===== src/rtl/gf2_poly_divider_pkg.sv =====
// Shared definitions for the GF(2)[x] long divider.
package gf2_poly_divider_pkg;
  localparam int N_DEF = 224;

  typedef enum logic [1:0] {
    ST_IDLE,
    ST_SCAN,
    ST_DIV
  } div_state_t;
endpackage


===== src/rtl/gf2_div_step.sv =====
// One carry-less long-division step.
// Shifts in a dividend bit, then conditionally subtracts (XORs) the divisor.
module gf2_div_step #(
  parameter int N  = 224,
  parameter int DW = $clog2(N)
) (
  input  logic [N-1:0]  work_r,
  input  logic          in_bit,
  input  logic [N-1:0]  b,
  input  logic [DW-1:0] deg,
  output logic [N-1:0]  next_r,
  output logic          qb
);
  logic [N:0] s;

  always_comb begin
    s      = {work_r, in_bit};
    qb     = s[deg];
    next_r = s[N-1:0] ^ (qb ? b : '0);
  end
endmodule


===== src/rtl/gf2_poly_divider.sv =====
// Bit-serial GF(2)[x] divider: q*b ^ r == a, deg(r) < deg(b).
// Scans for deg(b), then produces one quotient bit per cycle.
import gf2_poly_divider_pkg::*;

module gf2_poly_divider #(
  parameter int N = N_DEF
) (
  input  logic           clk,
  input  logic           rst,
  input  logic           start,
  input  logic [2*N-1:0] a,
  input  logic [N-1:0]   b,
  output logic           busy,
  output logic           done,
  output logic           valid,
  output logic           err,
  output logic [2*N-1:0] q,
  output logic [N-1:0]   r
);
  localparam int CW = $clog2(2*N);
  localparam int DW = $clog2(N);
  localparam logic [CW-1:0] CNT_TOP = CW'(2*N-1);
  localparam logic [DW-1:0] IDX_TOP = DW'(N-1);

  div_state_t      state;
  logic [2*N-1:0]  a_reg;
  logic [N-1:0]    b_reg;
  logic [DW-1:0]   idx;
  logic [DW-1:0]   deg;
  logic [CW-1:0]   cnt;
  logic [2*N-2:0]  work_q;
  logic [N-1:0]    work_r;
  logic [N-1:0]    next_r;
  logic            qb;
  logic [2*N-1:0]  q_next;

  gf2_div_step #(
    .N  (N),
    .DW (DW)
  ) u_step (
    .work_r (work_r),
    .in_bit (a_reg[cnt]),
    .b      (b_reg),
    .deg    (deg),
    .next_r (next_r),
    .qb     (qb)
  );

  assign q_next = {work_q, qb};

  always_ff @(posedge clk) begin
    if (rst) begin
      state  <= ST_IDLE;
      a_reg  <= '0;
      b_reg  <= '0;
      idx    <= '0;
      deg    <= '0;
      cnt    <= '0;
      work_q <= '0;
      work_r <= '0;
      busy   <= 1'b0;
      done   <= 1'b0;
      valid  <= 1'b0;
      err    <= 1'b0;
      q      <= '0;
      r      <= '0;
    end else begin
      done <= 1'b0;
      unique case (state)
        ST_IDLE: begin
          if (start) begin
            a_reg  <= a;
            b_reg  <= b;
            idx    <= IDX_TOP;
            work_q <= '0;
            work_r <= '0;
            valid  <= 1'b0;
            err    <= 1'b0;
            if (b == '0) begin
              q     <= '0;
              r     <= '0;
              err   <= 1'b1;
              valid <= 1'b1;
              done  <= 1'b1;
            end else begin
              busy  <= 1'b1;
              state <= ST_SCAN;
            end
          end
        end
        ST_SCAN: begin
          // b_reg is nonzero here, so idx cannot wrap
          if (b_reg[idx]) begin
            deg   <= idx;
            cnt   <= CNT_TOP;
            state <= ST_DIV;
          end else begin
            idx <= idx - 1'b1;
          end
        end
        ST_DIV: begin
          work_r <= next_r;
          work_q <= q_next[2*N-2:0];
          if (cnt == '0) begin
            q     <= q_next;
            r     <= next_r;
            valid <= 1'b1;
            done  <= 1'b1;
            busy  <= 1'b0;
            state <= ST_IDLE;
          end else begin
            cnt <= cnt - 1'b1;
          end
        end
        default: state <= ST_IDLE;
      endcase
    end
  end
endmodule


===== config.mk =====
export PLATFORM = sky130hd
export DESIGN_NAME = gf2_poly_divider
export DESIGN_NICKNAME = d
export VERILOG_FILES = /design/src/rtl/gf2_poly_divider_pkg.sv /design/src/rtl/gf2_div_step.sv /design/src/rtl/gf2_poly_divider.sv
export SDC_FILE = /design/constraint.sdc
export NUM_CORES = 2
export LEC_CHECK = 0
export CORE_AREA = 5 5 529 531
export CTS_CLUSTER_DIAMETER = 100
export DETAILED_ROUTE_END_ITERATION = 7
export DIE_AREA = 0 0 534 536
export GPL_TIMING_DRIVEN = 0
export PLACE_DENSITY = 0.49
export SLEW_MARGIN = 20
export SYNTH_ARGS = -nofsm -noshare
export SYNTH_HDL_FRONTEND = slang
export SYNTH_SLANG_ARGS = --single-unit

===== constraint.sdc =====
create_clock -name clk -period 7.4 [get_ports clk]
set_clock_uncertainty 0.1 [all_clocks]
set_input_delay 1.48 -clock clk [delete_from_list [all_inputs] [get_ports clk]]
set_output_delay 1.48 -clock clk [all_outputs]
set_load 0.005 [all_outputs]

==> results.yml <==
sta:
  fmax_mhz: 141
  hold_slack_ns: 0.352
  setup_viol: 0
  worst_pin_slew_ns: 1.30
  slew_viol_final: 0
  relSlewSlack_pct: 13.2
  hold_violations: 0
  setup_tns_ns: 0
  worst_slack_ns: 0.330
  rsz0062_at_grt: "no"
  period_needed_ns: 7.07
  post-route-period-util_pct: 95.5
clock_tree:
  cts_tree: "built"
  cts_hold_buf: 0
  post_cts_buffers: 0
  clk_pin_slew_ns: 0.06
  cts_buffers: 236
  htreeDepth: 4
  clk_path_buf_depth: 4
  clock_latency_ns: 0.92
  cts-root-buf: "clkbuf_16"
  cts_resized: 0
  clkSinkCount: 2046
critical_path:
  start_kind: "input pin"
  cpLargestDelayFamily: "simple AND/OR/NAND/NOR gates"
  crit_fanout: 10
  cp.arrival_ns: 7.69
  cp-end-kind: "flop"
  critical_path_required_ns: 8.02
  crit_path_frequent_cell: "clkbuf_1"
  cp_slowest_cell: "nor4_1"
  critPathBufInv: 4
  crit_path_cell_trace: "clkdlybuf4s50_1, nor4_1, nand4_1, nor4_1, nand4_1, nor2_1, o21ai_2, nor2b_1, clkbuf_1, clkbuf_1, clkbuf_1, a22oi_1, nand2_1"
  max_stage_delay_ns: 0.95
  worstSetupPathType: "input pin to flop"
flow_run:
  cap_viol_max_count: 0
synthesis:
  synth_cell_types: 60
  synth_top_area_share_pct: 47.5
  synthArstFlopShare_pct: 0
  synth_top_area_cell: "dfxtp_1"
  syn_area_sq_um: 86200
  synth_area_leaders: "dfxtp_1 (48%), a22oi_1 (12%), nand2_1 (8.0%)"
  synth_seq_cells: 2046
  synthesis.nets: 10339
  synthCells: 9662
  ys.flop_type: "dfxtp_1"
  ys_seq_area_share_pct: 47.5
  yosys_warnings: 0
  synth_edf_count: 0
  avgSynthCellArea_sq_um: 8.92
die:
  io_pins: 1351
  dieArea_sq_um: 286000
  start_util_pct: 31.3
  chipHeight_um: 536
  num_rows: 193
  die_w_um: 534
  design.core.area_sq_um: 275000
global_route:
  grt_max_degree: 20
  grt_usage_pct: 28.9
  grt_pass1_vias: 79653
  grt_pass1_wl_um: 604000
  antenna_found_initial: 100
  gr-total-overflow: 0
routing:
  drt_pass1_iterations: 8
  vias_per_cell: 5.52
  final_antenna_net_count: 0
  drc: 0
  detail_route.wl_per_cell_um: 28.8
  drtIter0Drc: 7948
  drt-total-wl_um: 435000
  vias: 83393
worst_hold_path:
  hold_class: "flop to flop"
placement:
  dp.cells: 14626
  pre_cts_ws_ns: -0.589
  gp_congestion: 0.981
  hpwlAfterDp_um: 343000
  placement.io_buffers: 1349
layout:
  layout-drive-gt1-share_pct: 7.01
  final_common_cell: "dfxtp_1"
  mostFrequentLayoutCells: "dfxtp_1 (2046), nand2_1 (1833), a22oi_1 (1352)"
  syn_to_final_growth_pct: 30.6
  finalNonFillerCells: 15102
  nNetsFinal: 11934
  fillers: 27386
outcome:
  status: "completed"
power:
  p_total_w: 0.0334
  p_leak_nw: 38.9
  vdd_ir_drop_max_mv: 0.220
  power.density_nw_per_um2: 297
## power breakdown
| group | leakage [nW] | total [W] | internal [W] | switching (W) |
|---|---|---|---|---|
| Clock | 3.96 | 0.0122 | 0.00720 | 0.00498 |
| Sequential | 16.6 | 0.0120 | 0.0115 | 0.000493 |
| Combinational | 18.3 | 0.00920 | 0.00281 | 0.00639 |
## synthesized netlist by cell type (all sizes together), types with 13 or more instances
cell and number:
a21oi 699, a22oi 1352, buf 128, clkbuf 754, dfxtp 2046, inv 13, mux2 234, mux2i 62
mux4 237, nand2 1833, nand2b 13, nand3 456, nand3b 223, nand4 18, nand4b 224, nor2 946
nor2b 232, nor3 18, nor4 64, o21ai 17
## layout make-up
class | count | area, sq um | share of cell area [%]
sequential | 2046 | 41000 | 36.4
timing repair buffer | 1357 | 13700 | 12.1
tap | 3607 | 4510 | 4.01
multi-input combinational | 6720 | 41600 | 36.9
buffer | 882 | 3680 | 3.27
clock inverter | 83 | 1070 | 0.953
clock buffer | 345 | 6940 | 6.16
inverter | 14 | 52.6 | 0.0467
antenna | 48 | 120 | 0.107
## per-layer routing
metal	routed length (um)	global-route usage [%]	up-vias
met2	193000	45.0	3507
met3	42300	9.21	706
met5	328	0	-
met4	22700	13.8	48
li1	-	-	37838
met1	177000	36.1	41294
## metrics by stage
stage          utilization [%]  cell area [sq um]
2_1_floorplan                -              86200
3_3_place_gp              37.9             104000
3_5_place_dp              38.0             104000
4_1_cts                   40.9             112000
5_1_grt                   40.9             113000
6_report                  40.9             113000
## worst min-delay path, cell delays in order, from the launching register on
cell and delay (ns):
dfxtp_1 0.30, nand2_1 0.05, a21oi_1 0.05
## worst paths after layout
path / startpoint / end / slack (ns) / cells past startpoint
worst max register to register: cnt[1] / r[201] / 0.37 / 15
worst min-delay path: a_reg[76] / a_reg[76] / 0.35 / 2
worst min register to register: a_reg[76] / a_reg[76] / 0.35 / 2
worst max-delay path: b[117] / r[201] / 0.33 / 13
## kinds of logic after synthesis
family          after synthesis  synth area share, %
compound gates             2125                 16.5
xor+xnor                     11                0.112
fa+ha+maj                     2               0.0290
buf+inv                     896                 4.29
flops                      2046                 47.5
mux                         533                 9.97
simple gates               4049                 21.6
Note: power is estimated with default switching activity, not from simulation.
==> variant (config.mk and constraints unchanged) <==
Put one more register stage on the output `r`, with the module's reset. The value now appears one clock later. The other outputs are not delayed to match.
--- a/src/rtl/gf2_poly_divider.sv
+++ b/src/rtl/gf2_poly_divider.sv
@@ -21,6 +21,8 @@
   localparam int DW = $clog2(N);
   localparam logic [CW-1:0] CNT_TOP = CW'(2*N-1);
   localparam logic [DW-1:0] IDX_TOP = DW'(N-1);
+
+  logic [N-1:0] r_s0;
 
   div_state_t      state;
   logic [2*N-1:0]  a_reg;
@@ -63,7 +65,7 @@
       valid  <= 1'b0;
       err    <= 1'b0;
       q      <= '0;
-      r      <= '0;
+      r_s0   <= '0;
     end else begin
       done <= 1'b0;
       unique case (state)
@@ -78,7 +80,7 @@
             err    <= 1'b0;
             if (b == '0) begin
               q     <= '0;
-              r     <= '0;
+              r_s0  <= '0;
               err   <= 1'b1;
               valid <= 1'b1;
               done  <= 1'b1;
@@ -103,7 +105,7 @@
           work_q <= q_next[2*N-2:0];
           if (cnt == '0) begin
             q     <= q_next;
-            r     <= next_r;
+            r_s0  <= next_r;
             valid <= 1'b1;
             done  <= 1'b1;
             busy  <= 1'b0;
@@ -116,5 +118,13 @@
       endcase
     end
   end
+  always_ff @(posedge clk) begin
+    if (rst) begin
+      r <= '0;
+    end else begin
+      r <= r_s0;
+    end
+  end
+
 endmodule
 
Function: not settled (the Yosys comparison gave no result); the edit may change what the design does.
==> variant against the unedited design <==
- cell area shrank 1.0%
- routed wire length shrank 11%
- sequential cell count rose by 224
- synthesized cell count shrank 5.4%
- synthesized area down 2.2%
- setup slack gained 450 ps
Power is not compared: it rests on default switching activity, and its combinational part moved more than twofold at a synthesized area within 25%.
==> variant: results (changes against the unedited design) <==
metric	value	unit	change
synth_nets	9817		-5.0%
worst_hold_path_type	register to register		
p_leak	37.6	nW	
final_nets	11400		-4.1%
gp_congestion	0.959		-2.3%
grt_pass1_vias	72900		-8.5%
antenna_found_initial	83		-17%
cts_hold_buf	0		unchanged
htreeDepth	5		+1
drv_cap	0		unchanged
synth_xor_area_share	2.42	%	+2.3 points
path_clk_slew	60	ps	about the same
grt_pass1_wl	542000	µm	-10%
outcome	completed		
dp_hpwl	310000	µm	-9.4%
synth_compound_area_share	15.7	%	-0.77 points
worst_pin_slew	1230	ps	-67.7 ps
cts_resized	0		unchanged
grt_max_degree	16		-20%
placed_area	103000	µm²	-1.8%
whs	350	ps	-2.83 ps
clockRootBuffer	clkbuf_16		
synth_fa_ha_area_share	0.0297	%	+0.00065 points
synthTopCellsByArea	dfxtp_1 (54%), nand2_1 (8.2%), a22oi_1 (8.1%), mux4_2 (6.1%), a21oi_1 (4.2%)		
yosys_warnings	0		unchanged
clkLatencyLatePin	860	ps	-60 ps
dr.first_iter.drc_count	6602		-17%
firstDrtPassIters	6		-2
port_buffers	1350		+0.074%
vias_per_cell	5.15		-6.7%
vdd.ir_drop.worst	157	µV	
arrival	7220	ps	-470 ps
synth_common_cells	dfxtp_1 (2270), nand2_1 (1837), nor2_1 (941)		
yosysSeqAreaShare	53.9	%	+6.4 points
cts.path.max_buffers	4		unchanged
synthArstFlopShare	0	%	unchanged
rrSetupSlack	780	ps	+410 ps
ys_types	64		+6.7%
wl_per_cell	26.6	µm	-7.6%
drive_gt1_share	7.03	%	+0.012 points
path_max_fanout	10		unchanged
grt.total_usage	25.9	%	-2.9 points
synthMuxAreaShare	7.00	%	-3.0 points
cts_buffers	268		+14%
cts_setup_buffers	0		unchanged
-- variant: cell types whose count changed in the layout (fill, tap and decap cells not counted), moves of 24 or more --
cell | unedited run | this run
a22oi_1 | 1352 | 909
nand3_1 | 456 | 20
o21ai_0 | 15 | 271
dfxtp_1 | 2046 | 2270
nand4b_1 | 224 | 1
nor3b_1 | 2 | 225
nand3b_1 | 223 | 5
xnor2_1 | 11 | 226
o21ai_1 | 1 | 199
mux2_1 | 193 | 0
clkbuf_1 | 772 | 717
clkbuf_16 | 236 | 269
mux2_2 | 41 | 17
-- variant: path summary, 6_finish.rpt --
kind,startpoint,endpoint,depth (start not counted)
min reg2reg,a_reg[414],a_reg[414],2
max reg2reg,cnt[2],r_s0[109],14
min,a_reg[414],a_reg[414],2
max,cnt[2],r_s0[109],14
-- variant: logic make-up after synthesis --
group,Yosys count
adder cells (fa/ha/maj),2
flip-flops,2270
AND/OR/NAND/NOR,3388
buffers and inverters,796
AO/OA/AOI/OAI,2150
multiplexers,301
XOR/XNOR,233
-- variant: cell type report --
class,count,area [µm²]
fillers,27000,164000
flip-flops and latches,2270,45400
plain buffers,783,3140
diodes,39,97.6
clock buffers,376,7690
clock inverters,82,1090
multi-input cells,6074,35700
repair buffers,1360,13700
well taps,3607,4510
inverters,13,48.8
-- variant: power by group --
group	internal, mW	switching (mW)
Clock	7.85	5.46
Combinational	1.34	2.67
Sequential	12.6	0.226
Total	21.8	8.36
-- variant: per-layer routing --
metal  routed length [µm]  share of wire (%)  track usage, %
met2               181000                 47            42.6
met5                  215              0.055               0
met1               162000                 42            33.1
met4                15400                4.0            9.70
met3                30000                7.7            6.15
-- variant: critical path, stage by stage, from the launching register on --
cell and delay (ps):
dfxtp_1 350, clkbuf_1 780, clkbuf_1 870, buf_1 760, mux2i_1 270, o21ai_0 120
a311oi_1 760, a31oi_2 490, nor4b_1 370, buf_2 390, buf_2 440, buf_4 250
nor3b_1 80, xnor2_1 330, o21ai_0 120
-- variant: metrics by stage --
stage                     total power, mW  worst slack [ps]  setup TNS [ps]  instances
final                                30.1               779               0      14600
after floorplan                      15.2              3710               0       9140
after global routing                 31.2               720               0      14600
after detailed placement             17.0               178               0      14100
after global placement               17.0              -796         -427900      14100
after CTS                            30.4               840               0      14600
